==> src/rtl/axi4_pkg.sv <==
// Shared AXI4 types: burst and response encodings, write-master FSM states, default widths.
// Latency: n/a (types only).
// Backpressure: n/a.
package axi4_pkg;

  localparam int ID_W_DEF   = 4;
  localparam int ADDR_W_DEF = 32;
  localparam int DATA_W_DEF = 32;

  typedef enum logic [1:0] {
    FIXED = 2'd0,
    INCR  = 2'd1,
    WRAP  = 2'd2
  } burst_e;

  typedef enum logic [1:0] {
    OKAY   = 2'd0,
    EXOKAY = 2'd1,
    SLVERR = 2'd2,
    DECERR = 2'd3
  } resp_e;

  typedef enum logic [2:0] {
    IDLE = 3'd0,
    ADDR = 3'd1,
    DATA = 3'd2,
    RESP = 3'd3,
    DONE = 3'd4
  } wr_state_e;

endpackage

==> src/rtl/axi4_burst_check.sv <==
// Combinational legality check of an AXI4 burst (addr, len, size, burst).
// Latency: zero cycles, purely combinational.
// Backpressure: none; output follows inputs.
module axi4_burst_check
  import axi4_pkg::*;
#(
  parameter int ADDR_W = ADDR_W_DEF,
  parameter int STRB_W = DATA_W_DEF / 8
) (
  input  logic [ADDR_W-1:0] addr,
  input  logic [7:0]        len,
  input  logic [2:0]        size,
  input  logic [1:0]        burst,
  output logic              legal
);

  // Largest beat size the data bus can carry, as log2(bytes).
  localparam int SIZE_MAX = $clog2(STRB_W);

  logic [ADDR_W-1:0] align_mask;
  logic              aligned;
  logic              wrap_len_ok;
  logic              size_ok;
  logic              burst_ok;
  logic              is_wrap;

  // WRAP bursts need a power-of-two beat count and a beat-aligned start address.
  always_comb begin
    align_mask  = ~({ADDR_W{1'b1}} << size);
    aligned     = (addr & align_mask) == '0;
    wrap_len_ok = (len == 8'd1) || (len == 8'd3) || (len == 8'd7) || (len == 8'd15);
    size_ok     = size <= 3'(SIZE_MAX);
    burst_ok    = burst != 2'b11;
    is_wrap     = burst == WRAP;
    legal       = burst_ok && size_ok && (!is_wrap || (wrap_len_ok && aligned));
  end

endmodule

==> src/rtl/axi4_write_master.sv <==
// AXI4 write initiator: one burst command plus local beat stream -> AW/W/B, one rsp pulse per command.
// Latency: N-beat burst completes in N+3 cycles after accept with a zero-wait slave.
// Backpressure: W is pass-through (wr_ready = WREADY in DATA); AW held until AWREADY; rsp has none.
module axi4_write_master
  import axi4_pkg::*;
#(
  parameter int ID_W   = ID_W_DEF,
  parameter int ADDR_W = ADDR_W_DEF,
  parameter int DATA_W = DATA_W_DEF
) (
  input  logic                  ACLK,
  input  logic                  ARESETn,
  // command
  input  logic                  cmd_valid,
  output logic                  cmd_ready,
  input  logic [ID_W-1:0]       cmd_id,
  input  logic [ADDR_W-1:0]     cmd_addr,
  input  logic [7:0]            cmd_len,
  input  logic [2:0]            cmd_size,
  input  logic [1:0]            cmd_burst,
  // local beats
  input  logic                  wr_valid,
  output logic                  wr_ready,
  input  logic [DATA_W-1:0]     wr_data,
  input  logic [DATA_W/8-1:0]   wr_strb,
  // completion
  output logic                  rsp_valid,
  output logic [ID_W-1:0]       rsp_id,
  output logic [1:0]            rsp_resp,
  output logic                  rsp_id_err,
  // AXI write address
  output logic                  AWVALID,
  input  logic                  AWREADY,
  output logic [ID_W-1:0]       AWID,
  output logic [ADDR_W-1:0]     AWADDR,
  output logic [7:0]            AWLEN,
  output logic [2:0]            AWSIZE,
  output logic [1:0]            AWBURST,
  // AXI write data
  output logic                  WVALID,
  input  logic                  WREADY,
  output logic [ID_W-1:0]       WID,
  output logic [DATA_W-1:0]     WDATA,
  output logic [DATA_W/8-1:0]   WSTRB,
  output logic                  WLAST,
  // AXI write response
  output logic                  BREADY,
  input  logic                  BVALID,
  input  logic [ID_W-1:0]       BID,
  input  logic [1:0]            BRESP
);

  wr_state_e  state;
  logic [7:0] beat_cnt;
  logic       cmd_legal;
  logic       in_data;

  axi4_burst_check #(
    .ADDR_W (ADDR_W),
    .STRB_W (DATA_W / 8)
  ) u_burst_check (
    .addr  (cmd_addr),
    .len   (cmd_len),
    .size  (cmd_size),
    .burst (cmd_burst),
    .legal (cmd_legal)
  );

  // W channel is a straight pass-through, gated so nothing leaks outside DATA.
  always_comb begin
    in_data   = state == DATA;
    cmd_ready = state == IDLE;
    WVALID    = in_data && wr_valid;
    wr_ready  = in_data && WREADY;
    WDATA     = wr_data;
    WSTRB     = wr_strb;
    WID       = AWID;
    WLAST     = beat_cnt == AWLEN;
  end

  // Transaction FSM with registered AW/B/rsp outputs; the AW* registers double as the captured command.
  always_ff @(posedge ACLK or negedge ARESETn) begin
    if (!ARESETn) begin
      state      <= IDLE;
      beat_cnt   <= 8'd0;
      AWVALID    <= 1'b0;
      AWID       <= '0;
      AWADDR     <= '0;
      AWLEN      <= 8'd0;
      AWSIZE     <= 3'd0;
      AWBURST    <= 2'd0;
      BREADY     <= 1'b0;
      rsp_valid  <= 1'b0;
      rsp_id     <= '0;
      rsp_resp   <= 2'd0;
      rsp_id_err <= 1'b0;
    end else begin
      rsp_valid <= 1'b0;
      case (state)
        IDLE: begin
          if (cmd_valid) begin
            AWID     <= cmd_id;
            AWADDR   <= cmd_addr;
            AWLEN    <= cmd_len;
            AWSIZE   <= cmd_size;
            AWBURST  <= cmd_burst;
            beat_cnt <= 8'd0;
            if (cmd_legal) begin
              AWVALID <= 1'b1;
              state   <= ADDR;
            end else begin
              // Rejected locally: report SLVERR without touching the bus.
              rsp_id     <= cmd_id;
              rsp_resp   <= SLVERR;
              rsp_id_err <= 1'b0;
              rsp_valid  <= 1'b1;
              state      <= DONE;
            end
          end
        end
        ADDR: begin
          if (AWREADY) begin
            AWVALID <= 1'b0;
            state   <= DATA;
          end
        end
        DATA: begin
          if (WVALID && WREADY) begin
            beat_cnt <= beat_cnt + 8'd1;
            if (WLAST) begin
              BREADY <= 1'b1;
              state  <= RESP;
            end
          end
        end
        RESP: begin
          if (BVALID) begin
            BREADY     <= 1'b0;
            rsp_id     <= AWID;
            rsp_resp   <= BRESP;
            rsp_id_err <= BID != AWID;
            rsp_valid  <= 1'b1;
            state      <= DONE;
          end
        end
        DONE:    state <= IDLE;
        default: state <= IDLE;
      endcase
    end
  end

endmodule
==> config.mk <==
export PLATFORM = sky130hd
export DESIGN_NAME = axi4_write_master
export DESIGN_NICKNAME = d
export VERILOG_FILES = /design/src/rtl/axi4_pkg.sv /design/src/rtl/axi4_burst_check.sv /design/src/rtl/axi4_write_master.sv
export SDC_FILE = /design/constraint.sdc
export NUM_CORES = 1
export LEC_CHECK = 0
export CORE_AREA = 3 3 96 98
export DETAILED_ROUTE_END_ITERATION = 10
export DIE_AREA = 0 0 99 101
export PLACE_DENSITY = 0.87
export SYNTH_ARGS = -nofsm -noshare
export SYNTH_HDL_FRONTEND = slang
export SYNTH_HIERARCHICAL = 1
export SYNTH_SLANG_ARGS = --single-unit
==> constraint.sdc <==
create_clock -name ACLK -period 5.82 [get_ports ACLK]
set_clock_uncertainty 0.15 [all_clocks]
set_input_delay 1.164 -clock ACLK [delete_from_list [all_inputs] [get_ports ACLK]]
set_output_delay 1.164 -clock ACLK [all_outputs]
set_load 0.05 [all_outputs]
==> results.toml, run 1 <==
[status]
status = "finished clean"

[synthesis]
edff_count_synth = 0
synth-seq-cells = 70
synth_ff_type = "sky130_fd_sc_hd__dfrtp_1"
syn_nets = 477
synth_area_per_cell_um2 = 9.07
synth-seq-area-share_pct = 51.1
async_flop_share_pct = 100
synth.distinct_cells = 44
cells_after_synth = 378
synthTopCellsByCount = "sky130_fd_sc_hd__nand2_1, sky130_fd_sc_hd__dfrtp_1, sky130_fd_sc_hd__buf_4"
synth_most_common_cell = "sky130_fd_sc_hd__nand2_1"
yosysWarningCount = 6
yosysTopAreaCell = "sky130_fd_sc_hd__dfrtp_1"
main_area_contributors_after_synthesis = "sky130_fd_sc_hd__dfrtp_1, sky130_fd_sc_hd__nand2_1, sky130_fd_sc_hd__buf_4"
synth.top_cell.area_share_pct = 51.1
synth_area_mm2 = 0.00343

[cts]
clock-root-buffer = "sky130_fd_sc_hd__clkbuf_8"
clock_path_buffers = 2
clkLatencyLatePin_ps = 330
cts_tree = "done"
cts_hold_repair.buffers = 0
postCtsResizedCells = 0
post_cts.repair.setup_buffers = 0
cts.reportedPaths.clkPinSlew_ps = 70
numClockSinks = 70
cts_bufs_inserted = 9
htreeDepth = 3

[placement]
dp.final_hpwl_um = 5930
gpl.final_weighted_congestion = 0.789
port_buffers = 128
post-place-ws_ps = 1820
placedCellCount = 558
placedInstanceArea_mm2 = 0.00445

[global_routing]
grt_overflow_total = 0
number_of_global_route_vias_before_repair = 2836
grt_first_pass_wirelength_um = 13600
grt_max_degree = 71
grtUsageTotal_pct = 16.8
grt_antenna_before_repair = 0

[floorplan]
starting_density_of_the_core_pct = 40.1
core_area_mm2 = 0.00855
die_height_um = 101
num_io_pins = 201
row_count = 34
die_area_mm2 = 0.0100
die_width_um = 99

[hold_path]
hold_start = "AWADDR[10]"
worst_hold_path_type = "flip-flop to flip-flop"
whs_path_depth = 2
min_to = "AWADDR[10]"

[setup_path]
crit_slowest_cell = "sky130_fd_sc_hd__clkdlybuf4s50_1"
reg2reg_to = "rsp_id_err"
slowest_cell_delay_on_critical_path_ps = 820
worst_ep_arrival_time_ps = 2690
worstRegToRegCells = 3
crit_top_cell = "sky130_fd_sc_hd__clkdlybuf4s50_1"
r2r_start = "state[1]"
r2r_setup_slack_ps = 3300
worstSetupStartpointType = "input pin"
critPathRequiredTime_ps = 4510
path_class = "input pin to output pin"
worstSetupEndpointType = "output pin"
crit_path_max_fanout = 4
chain_of_cells_forming_the_critical_path = "clkdlybuf4s50_1, and2_1, clkdlybuf4s50_1"

[final_layout]
nets = 560
syn_to_final_growth_pct = 38.0
antenna-diode-count = 0
drive_above_1_share_pct = 6.44
finalNonFillerCells = 574
final_area_mm2 = 0.00473

[sta]
period_share_pct = 68.8
highest_attainable_clock_frequency_mhz = 250
timing.final.max_slew_violations = 0
setup_viol = 0
post-route-worst-setup-slack_ps = 1820
timing_worst_slew_pin_value_ps = 1040
hold_viol_final = 0
setup_tns_ps = 0
grt_setup_unrepaired = "no"
period_needed_ps = 4000
max_slew_margin_pct = 30.4

[power]
power-per-cell-area_mw_per_mm2 = 649
p_leak_nw = 2.21
irDropWorstVdd_uv = 304

[drt]
drt_first_iter_violations = 133
postRouteWirelength_um = 8390
final_antenna_net_count = 0
viasPerCell = 4.87
vias = 2797
drcViolationCount = 0
wl_per_cell_um = 14.6
drtPass1Iterations = 4

[run]
maxCapViolations = 0
-- per-stage QoR --
stage	power [mW]	hold WS (ps)	util (%)
floorplan	2.06	366	-
global placement	2.51	308	52.0
detailed placement	2.55	311	52.0
CTS	3.10	332	55.3
global route	3.23	359	55.3
finish	3.07	333	55.3
-- metal layers --
metal | global-route usage, % | wire length, µm | vias to the layer above | part of all wire [%]
met2 | 28.5 | 4250 | 86 | 51
li1 | - | - | 1333 | -
met3 | 3.04 | 461 | 20 | 5.5
met5 | 0 | 0 | - | 0
met1 | 20.8 | 3500 | 1358 | 42
met4 | 7.98 | 178 | 0 | 2.1
-- kinds of logic after synthesis --
kind of cell / synth area share, %
adders and majority gates: 0.365
AOI/OAI and AO/OA: 6.61
xor gates and xnor gates: 4.34
buffers and inverters: 12.4
and+or+nand+nor: 23.0
DFF: 51.1
muxes: 2.15
-- cell usage in the layout, fill, tap and decap left out, types with 2 or more instances in the layout --
cell type	netlist	final
sky130_fd_sc_hd__xor2_1	8	8
sky130_fd_sc_hd__mux2i_1	4	4
sky130_fd_sc_hd__a21oi_2	3	3
sky130_fd_sc_hd__nand3_1	4	4
sky130_fd_sc_hd__and2_1	2	2
sky130_fd_sc_hd__inv_1	7	7
sky130_fd_sc_hd__o21ai_0	6	6
sky130_fd_sc_hd__a311oi_1	2	2
sky130_fd_sc_hd__clkdlybuf4s50_1	0	127
sky130_fd_sc_hd__nand3b_1	2	2
sky130_fd_sc_hd__bufinv_16	0	4
sky130_fd_sc_hd__nor2_1	12	12
sky130_fd_sc_hd__a21oi_1	5	5
sky130_fd_sc_hd__a211oi_1	5	5
sky130_fd_sc_hd__dfrtp_1	70	70
sky130_fd_sc_hd__nand2_1	157	157
sky130_fd_sc_hd__nor4_1	2	2
sky130_fd_sc_hd__xnor2_1	9	9
sky130_fd_sc_hd__clkbuf_8	0	11
-- sequential cells by signal (all words and copies together) (netlist names) --
signal      count
AWADDR         32
AWBURST         2
AWID            4
AWLEN           8
AWSIZE          3
AWVALID         1
BREADY          1
beat_cnt        8
rsp_id          4
rsp_id_err      1
rsp_resp        2
rsp_valid       1
state           3
-- critical path: cells and delay by family --
family	cells	cell delay [ps]
buf+inv	2	1350
simple gates	1	170
-- where the power goes --
part,switching (mW),internal [mW],total (mW)
Clock,0.183,0.353,0.536
Combinational,1.14,0.544,1.68
Sequential,0.165,0.686,0.851
-- area by class of cell --
cell class                      count  area [µm²]
Multi-Input combinational cell    244        1250
Sequential cell                    70        1750
Timing Repair Buffer              129        1280
Tap cell                          108         135
Clock inverter                      5         129
Fill cell                         765        3820
Clock buffer                       11         151
Inverter                            7        26.3
-- worst max path at each step --
stage | to | slack (ps) | startpoint | cells after the start
final | wr_ready | 1820 | WREADY | 3
after global placement | WVALID | 1860 | wr_valid | 3
after floorplan | cmd_ready | 2870 | state[1] | 2
after global routing | WVALID | 1760 | wr_valid | 3
after CTS | wr_ready | 1810 | WREADY | 3
after detailed placement | wr_ready | 1820 | WREADY | 3
Note: power is estimated with default switching activity, not from simulation.
==> run 2, diff against run 1 <==
CORE_AREA = 3 3 105 107   (was 3 3 96 98)
DIE_AREA = 0 0 108 110   (was 0 0 99 101)
PLACE_DENSITY = 0.77   (was 0.87)
clock period = 3.6 ns   (was 5.82 ns; I/O delays follow)
==> run 2 against run 1 <==
Effect of this change:
- via count fell by 0.39%
- global-route usage fell by 2.2 points
- combinational power rose by 64%
- hold slack got worse by 9.3 ps
- clock power rose by 11%
- final cell count rose by 5.4%
==> results.toml, run 2 (synthesis results as in run 1) <==
[status]
status = "finished clean"

[cts]
clock_path_buffers = 2
numClockSinks = 70
post_cts.repair.setup_buffers = 0
cts_hold_repair.buffers = 0
clkLatencyLatePin_ps = 340
cts_tree = "done"
cts.reportedPaths.clkPinSlew_ps = 80
clock-root-buffer = "sky130_fd_sc_hd__clkbuf_8"
cts_bufs_inserted = 9
postCtsResizedCells = 0
htreeDepth = 3

[power]
power.total_mw = 4.71
p_leak_nw = 2.19
irDropWorstVdd_uv = 413
power-per-cell-area_mw_per_mm2 = 999

[drt]
wl_per_cell_um = 14.4
drtPass1Iterations = 4
vias = 2786
viasPerCell = 4.60
final_antenna_net_count = 0
postRouteWirelength_um = 8690
drcViolationCount = 0
drt_first_iter_violations = 128

[setup_path]
timing.critical_path.max_delay_family = "buffers and inverters"
crit_path_max_fanout = 4
slowest_cell_delay_on_critical_path_ps = 800
critical_path_buf_inv_count = 2
chain_of_cells_forming_the_critical_path = "xor2_1, nor4_1, nand2_1, inv_1, clkdlybuf4s50_1"
r2r_setup_slack_ps = 1400
path_class = "flip-flop to output pin"
crit_slowest_cell = "sky130_fd_sc_hd__clkdlybuf4s50_1"
reg2reg_to = "rsp_id_err"
critPathRequiredTime_ps = 2730
worstSetupPathDepth = 5
worstSetupEndpoint = "WLAST"
r2r_start = "state[1]"
worstSetupStartpointType = "flip-flop"
critical_path.startpoint = "beat_cnt[4]"
worstSetupEndpointType = "output pin"
worst_ep_arrival_time_ps = 2340
worstRegToRegCells = 3

[run]
maxCapViolations = 0

[placement]
dp.final_hpwl_um = 6430
placedCellCount = 589
port_buffers = 128
gpl.final_weighted_congestion = 0.809

[final_layout]
nets = 563
biggestRegsByFlops = "AWADDR: 32 flops, AWLEN: 8 flops, beat_cnt: 8 flops"
final_common_cell = "sky130_fd_sc_hd__nand2_1"
max_flop_register = "AWADDR"
drive_above_1_share_pct = 6.82
finalNonFillerCells = 605
largest_register_ffs = 32
syn_to_final_growth_pct = 37.6
layout.cells.most_common_list = "sky130_fd_sc_hd__nand2_1, sky130_fd_sc_hd__clkdlybuf4s50_1, sky130_fd_sc_hd__dfrtp_1"
antenna-diode-count = 0
postLayoutCoreUtil_pct = 46.1

[global_routing]
grt_max_degree = 51
grtUsageTotal_pct = 14.7
number_of_global_route_vias_before_repair = 2749
grt_first_pass_wirelength_um = 13800
grt_antenna_before_repair = 0
grt_overflow_total = 0

[floorplan]
row_count = 37
num_io_pins = 201
die_width_um = 108
core_area_mm2 = 0.0102
starting_density_of_the_core_pct = 33.5
die_area_mm2 = 0.0119
die_height_um = 110

[sta]
max_slew_margin_pct = 43.9
timing.final.max_slew_violations = 0
hold_viol_final = 0
worst_hold_slack_ps = 324
highest_attainable_clock_frequency_mhz = 312
timing_worst_slew_pin_value_ps = 841
period_needed_ps = 3210
period_share_pct = 89.2
setup_viol = 0
setup_tns_ps = 0
grt_setup_unrepaired = "no"

[hold_path]
worst_hold_path_type = "input pin to asynchronous set/reset pin"
[run 2: cell types whose count changed in the layout (fill, tap and decap cells not counted), sizes merged]
cell,before,now
inv,7,8
bufinv,4,0
clkinv,1,2
clkbuf,11,12
buf,2,5
clkinvlp,0,1
[run 2: cell type report]
cell class                      instances  area (µm²)
Clock inverter                          4        30.0
Clock buffer                           12         155
Inverter                                7        26.3
Sequential cell                        70        1750
Tap cell                              136         170
Timing Repair Buffer                  132        1330
Multi-Input combinational cell        244        1250
Fill cell                             991        5510
[run 2: how the worst min path moves through the flow]
stage / end / from
floorplan: AWADDR[0] / ARESETn
global placement: AWADDR[12] / AWADDR[12]
detailed placement: AWADDR[12] / AWADDR[12]
CTS: AWADDR[12] / AWADDR[12]
global route: AWADDR[30] / AWADDR[30]
finish: AWLEN[7] / ARESETn
[run 2: through the flow]
stage                     worst slack (ps)  cell area, µm²
after floorplan                       1100            3430
after global placement                 524            4530
after detailed placement               485            4530
after CTS                              350            4720
after global routing                   214            4720
final                                  391            4720
[run 2: per-layer routing]
| layer | routed length (µm) | GRT usage, % |
|---|---|---|
| met1 | 3790 | 18.8 |
| met2 | 4280 | 23.9 |
| met3 | 438 | 2.85 |
| met4 | 177 | 7.12 |
| met5 | 0 | 0 |
[run 2: power breakdown]
group / switching, mW / leakage (nW) / internal (mW)
Sequential: 0.252 / 0.874 / 1.11
Combinational: 1.85 / 1.22 / 0.905
Clock: 0.305 / 0.0930 / 0.291
Total: 2.41 / 2.19 / 2.31
==> run 3, diff against run 2 <==
CORE_AREA = 3 3 96 98   (was 3 3 105 107)
DIE_AREA = 0 0 99 101   (was 0 0 108 110)
PLACE_DENSITY = 0.87   (was 0.77)
RECOVER_POWER = 50   (was default)
clock period = 3.9 ns   (was 3.6 ns; I/O delays follow)
==> run 3 against run 2 <==
Effect of this change:
- the run now ends with capacitance limit, slew limit left
- register-to-register slack worse by 310 ps
- via count is 1.2% higher
- count of clock-buffer cells in the layout is 1 lower
- non-clock buffer count is 2 lower
- wire length is 1.0% lower
- die area is 16% lower
- design area is 0.21% higher
- total power is 2.5% lower
- final cell count is 5.0% lower
- global-route usage is 3.3 points higher
==> results.toml, run 3 (synthesis results as in run 1) <==
[setup_path]
path_class = "input pin to output pin"
critical_path.startpoint = "wr_valid"
crit_path_max_fanout = 5
worstSetupStartpointType = "input pin"
worstSetupEndpointType = "output pin"
critPathRequiredTime_ps = 2970
worstRegToRegCells = 4
r2r_setup_slack_ps = 1090
r2r_start = "state[1]"
worst_ep_arrival_time_ps = 2350
reg2reg_to = "AWADDR[31]"

[sta]
worst_hold_slack_ps = 327
highest_attainable_clock_frequency_mhz = 305
grt_setup_unrepaired = "no"
hold_viol_final = 0
setup_viol = 0
timing_worst_slew_pin_value_ps = 2560
setup_tns_ps = 0
period_share_pct = 84.1
timing.final.max_slew_violations = 105
max_slew_margin_pct = -70.4
period_needed_ps = 3280

[final_layout]
nFillCells = 760
layout.cells.most_common_list = "sky130_fd_sc_hd__nand2_1, sky130_fd_sc_hd__clkdlybuf4s50_1, sky130_fd_sc_hd__dfrtp_1"
syn_to_final_growth_pct = 37.9
largest_register_ffs = 32
biggestRegsByFlops = "AWADDR: 32 flops, AWLEN: 8 flops, beat_cnt: 8 flops"
final_common_cell = "sky130_fd_sc_hd__nand2_1"
nets = 561
drive_above_1_share_pct = 6.00
max_flop_register = "AWADDR"
antenna-diode-count = 0

[floorplan]
core_area_mm2 = 0.00855
starting_density_of_the_core_pct = 40.1
die_width_um = 99
die_height_um = 101
row_count = 34
num_io_pins = 201
die_area_mm2 = 0.0100

[drt]
drtPass1Iterations = 4
viasPerCell = 4.90
drt_first_iter_violations = 92
postRouteWirelength_um = 8600
wl_per_cell_um = 14.9
vias = 2820
final_antenna_net_count = 0
drcViolationCount = 0

[cts]
postCtsResizedCells = 0
clock_path_buffers = 2
post_cts.repair.setup_buffers = 0
cts_hold_repair.buffers = 0
numClockSinks = 70
cts.reportedPaths.clkPinSlew_ps = 70
clock-root-buffer = "sky130_fd_sc_hd__clkbuf_8"
cts_bufs_inserted = 9
clkLatencyLatePin_ps = 330
htreeDepth = 3
cts_tree = "done"

[global_routing]
grt_max_degree = 56
grtUsageTotal_pct = 17.9
grt_first_pass_wirelength_um = 14500
number_of_global_route_vias_before_repair = 2983
grt_overflow_total = 0
grt_antenna_before_repair = 0

[placement]
port_buffers = 128
gpl.final_weighted_congestion = 0.818
dp.final_hpwl_um = 6310

[power]
power.total_mw = 4.60
power-per-cell-area_mw_per_mm2 = 973
irDropWorstVdd_uv = 495
p_leak_nw = 2.22

[status]
failed_checks = "capacitance limit, slew limit"
status = "complete, but fails checks"

[hold_path]
min_to = "AWADDR[25]"
hold_start = "AWADDR[25]"
worst_hold_path_type = "flip-flop to flip-flop"
whs_path_depth = 2

[run]
maxCapViolations = 2
run 3: worst max path at each step:
stage / endpoint / slack, ps / cells past startpoint
final: WVALID / 620 / 3
after global routing: AWADDR[28] / 280 / 2
after CTS: WLAST / 650 / 5
after detailed placement: state[0] / 560 / 8
after global placement: state[0] / 670 / 7
after floorplan: cmd_ready / 1340 / 2
run 3: metrics by stage:
stage	instance area [µm²]	util [%]	instances	setup slack, ps
6_report	4730	55.3	575	622
5_1_grt	4730	55.3	575	276
4_1_cts	4740	55.4	575	652
3_5_place_dp	4460	52.1	559	556
3_3_place_gp	4460	52.1	559	668
2_1_floorplan	3430	-	378	1340
run 3: layout make-up:
| class | count | area (µm²) | share of cell area, % |
|---|---|---|---|
| Tap cell | 108 | 135 | 2.86 |
| Clock inverter | 5 | 129 | 2.73 |
| Clock buffer | 11 | 151 | 3.20 |
| Sequential cell | 70 | 1750 | 37.1 |
| Timing Repair Buffer | 130 | 1290 | 27.2 |
| Multi-Input combinational cell | 244 | 1250 | 26.4 |
| Inverter | 7 | 26.3 | 0.556 |
run 3: where the power goes:
part	switching [mW]	internal (mW)	leakage, nW
registers	0.241	1.02	0.874
clock network	0.273	0.526	0.140
logic	1.71	0.823	1.20
run 3: critical path, stage by stage:
cell	delay, ps
sky130_fd_sc_hd__dlygate4sd3_1	620
sky130_fd_sc_hd__and2_1	150
sky130_fd_sc_hd__clkdlybuf4s50_1	790
run 3: layer usage:
metal	GRT usage [%]	part of all wire, %	vias to the layer above
met5	0	0	-
met4	9.45	2.8	0
met3	4.08	6.5	28
met2	30.5	52	105
met1	21.1	39	1351
li1	-	-	1336
==> patch (config.mk and constraints of run 1) <==
Encoding of `wr_state_e`: now one-hot (5 bits for 5 states).
--- a/src/rtl/axi4_pkg.sv
+++ b/src/rtl/axi4_pkg.sv
@@ -20,12 +20,12 @@
     DECERR = 2'd3
   } resp_e;
 
-  typedef enum logic [2:0] {
-    IDLE = 3'd0,
-    ADDR = 3'd1,
-    DATA = 3'd2,
-    RESP = 3'd3,
-    DONE = 3'd4
+  typedef enum logic [4:0] {
+    IDLE = 5'b00001,
+    ADDR = 5'b00010,
+    DATA = 5'b00100,
+    RESP = 5'b01000,
+    DONE = 5'b10000
   } wr_state_e;
 
 endpackage
Function: same outputs for any inputs over 10 cycles, from zero or initial values and one cycle with ARESETn low; not proved beyond that.
==> patch against run 1 <==
Die area did not move. Synthesized area rose by 0.69%. Synthesized cell count fell by 26%. Total power fell by 27%. Sequential cell count rose by 2. Cell area rose by 0.69%. Routed wire length fell by 1.4%. Sequential power fell by 16%. Non-clock buffer count rose by 1. Worst setup slack improved by 0.053 ns. Critical path type unchanged. Highest routed layer unchanged.
==> patch: results (changes against run 1) <==
- Slew HR: 39.3% (+8.9 points)
- Internal power: 1310 uW (-17%)
- Routed length on met1: 3250 microns (-7.0%)
- Adder-Cell Fraction of Synth Area: 0.363% (-0.0025 points)
- Hold path start: AWADDR[28]
- Post-synthesis instance total: 279 (-26%)
- Multiplexer share of the synthesized area: 19.5% (+17 points)
- Global-route wire length before repair: 13200 microns (-3.2%)
- Nets in the synthesized netlist: 378 (-21%)
- Initial drt markers: 60 (-55%)
- Largest net degree at the start of global routing: 73 (+2.8%)
- RR Startpoint: state[3]
- Net switching power figure: 936 uW (-37%)
- Layout cells sized above 1: 21.7% (+15 points)
- Fillers: 729 (-4.7%)
- Via density per instance: 5.17 (+6.0%)
- Register area: 0.00180 sq mm (+2.9%)
- Status: completed
- Hold Crit Depth: 1 (-1)
- Post-DP HPWL: 6020 microns (+1.4%)
- Met2 usage: 26.5% (-2.0 points)
- GRT Total Usage: 16.7% (-0.11 points)
- Combinational family with the most area after synthesis: multiplexers
- Synth Area in XOR/XNOR: 3.30% (-1.0 points)
- Combinational Power: 1040 uW (-38%)
- Reg2reg end: rsp_id_err
- Sequential share of the synthesized area: 52.2% (+1.1 points)
- Post-synthesis compound-gate area fraction: 5.98% (-0.63 points)
- Routed wl met3: 702 microns (+52%)
- Yosys cell types: 38 (-14%)
- Hold Path Class: reg -> reg
- Met2 routed WL: 3990 microns (-6.3%)
- Nets@finish: 468 (-16%)
- Grt met1 use: 20.4% (-0.38 points)
- Flop2flop setup slack: 3.34 ns (+0.04 ns)
- Fmax: 0.253 GHz (+1.3%)
- Placer Congestion: 0.854 (+8.2%)
- Drt wl/cell: 17.2 microns (+17%)
- Met3 usage: 5.40% (+2.4 points)
- WHS Endpoint: AWADDR[28]
- Post-synth top cells: 71 x dfrtp_1, 58 x mux2_2, 40 x buf_4, 12 x xnor2_1
- Critical Path AT: 2.64 ns (-0.05 ns)
- Worst vdd ir: 291 uV (-4.2%)
- Pre-CTS setup slack: 1.85 ns (+0.0369 ns)
- Area post-placement: 0.00452 sq mm (+1.6%)
- Hold Slack: 0.359 ns (+0.0260 ns)
- Length in cells of the worst reg-to-reg path: 4 (+1)
- Part of the power in the clock network: 21.5% (+4.1 points)
- Top flop regs: AWADDR (32), AWLEN (8), beat_cnt (8)
- Vias in the first global route: 2593 (-8.6%)
- Clock Latency Late Sink: roughly 0.34 ns
- Largest cells by area after synthesis: dfrtp_1 51%, mux2_2 19%, buf_4 8.7%
- Pleak: 0.00192 uW (-13%)
- Overall routed net length: 8270 microns (-1.4%)
[patch: cell types whose count changed after synthesis, moves of 4 or more]
cell,before,now
nor2_1,12,7
o21ai_0,6,11
nand2_1,157,11
buf_2,3,8
buf_1,5,0
xor2_1,8,1
mux2_2,1,58
a211oi_1,5,1
a22o_1,0,5
[patch: critical path: stages]
cell	delay (ns)
clkdlybuf4s50_1	0.53
and2_1	0.14
clkdlybuf4s50_1	0.80
[patch: area by class of cell]
| class | count | share of cell area [%] |
|---|---|---|
| Sequential cell | 72 | 37.9 |
| Timing Repair Buffer | 130 | 27.1 |
| Multi-Input combinational cell | 151 | 26.7 |
| Tap cell | 108 | 2.84 |
| Clock buffer | 9 | 2.60 |
| Clock inverter | 7 | 2.50 |
| Inverter | 5 | 0.394 |
[patch: cells by family after synthesis]
group	after synthesis
adder cells (fa/ha/maj)	1
multiplexers	60
XOR/XNOR	13
AND/OR/NAND/NOR	47
flip-flops	72
AO/OA/AOI/OAI	30
buffers and inverters	56
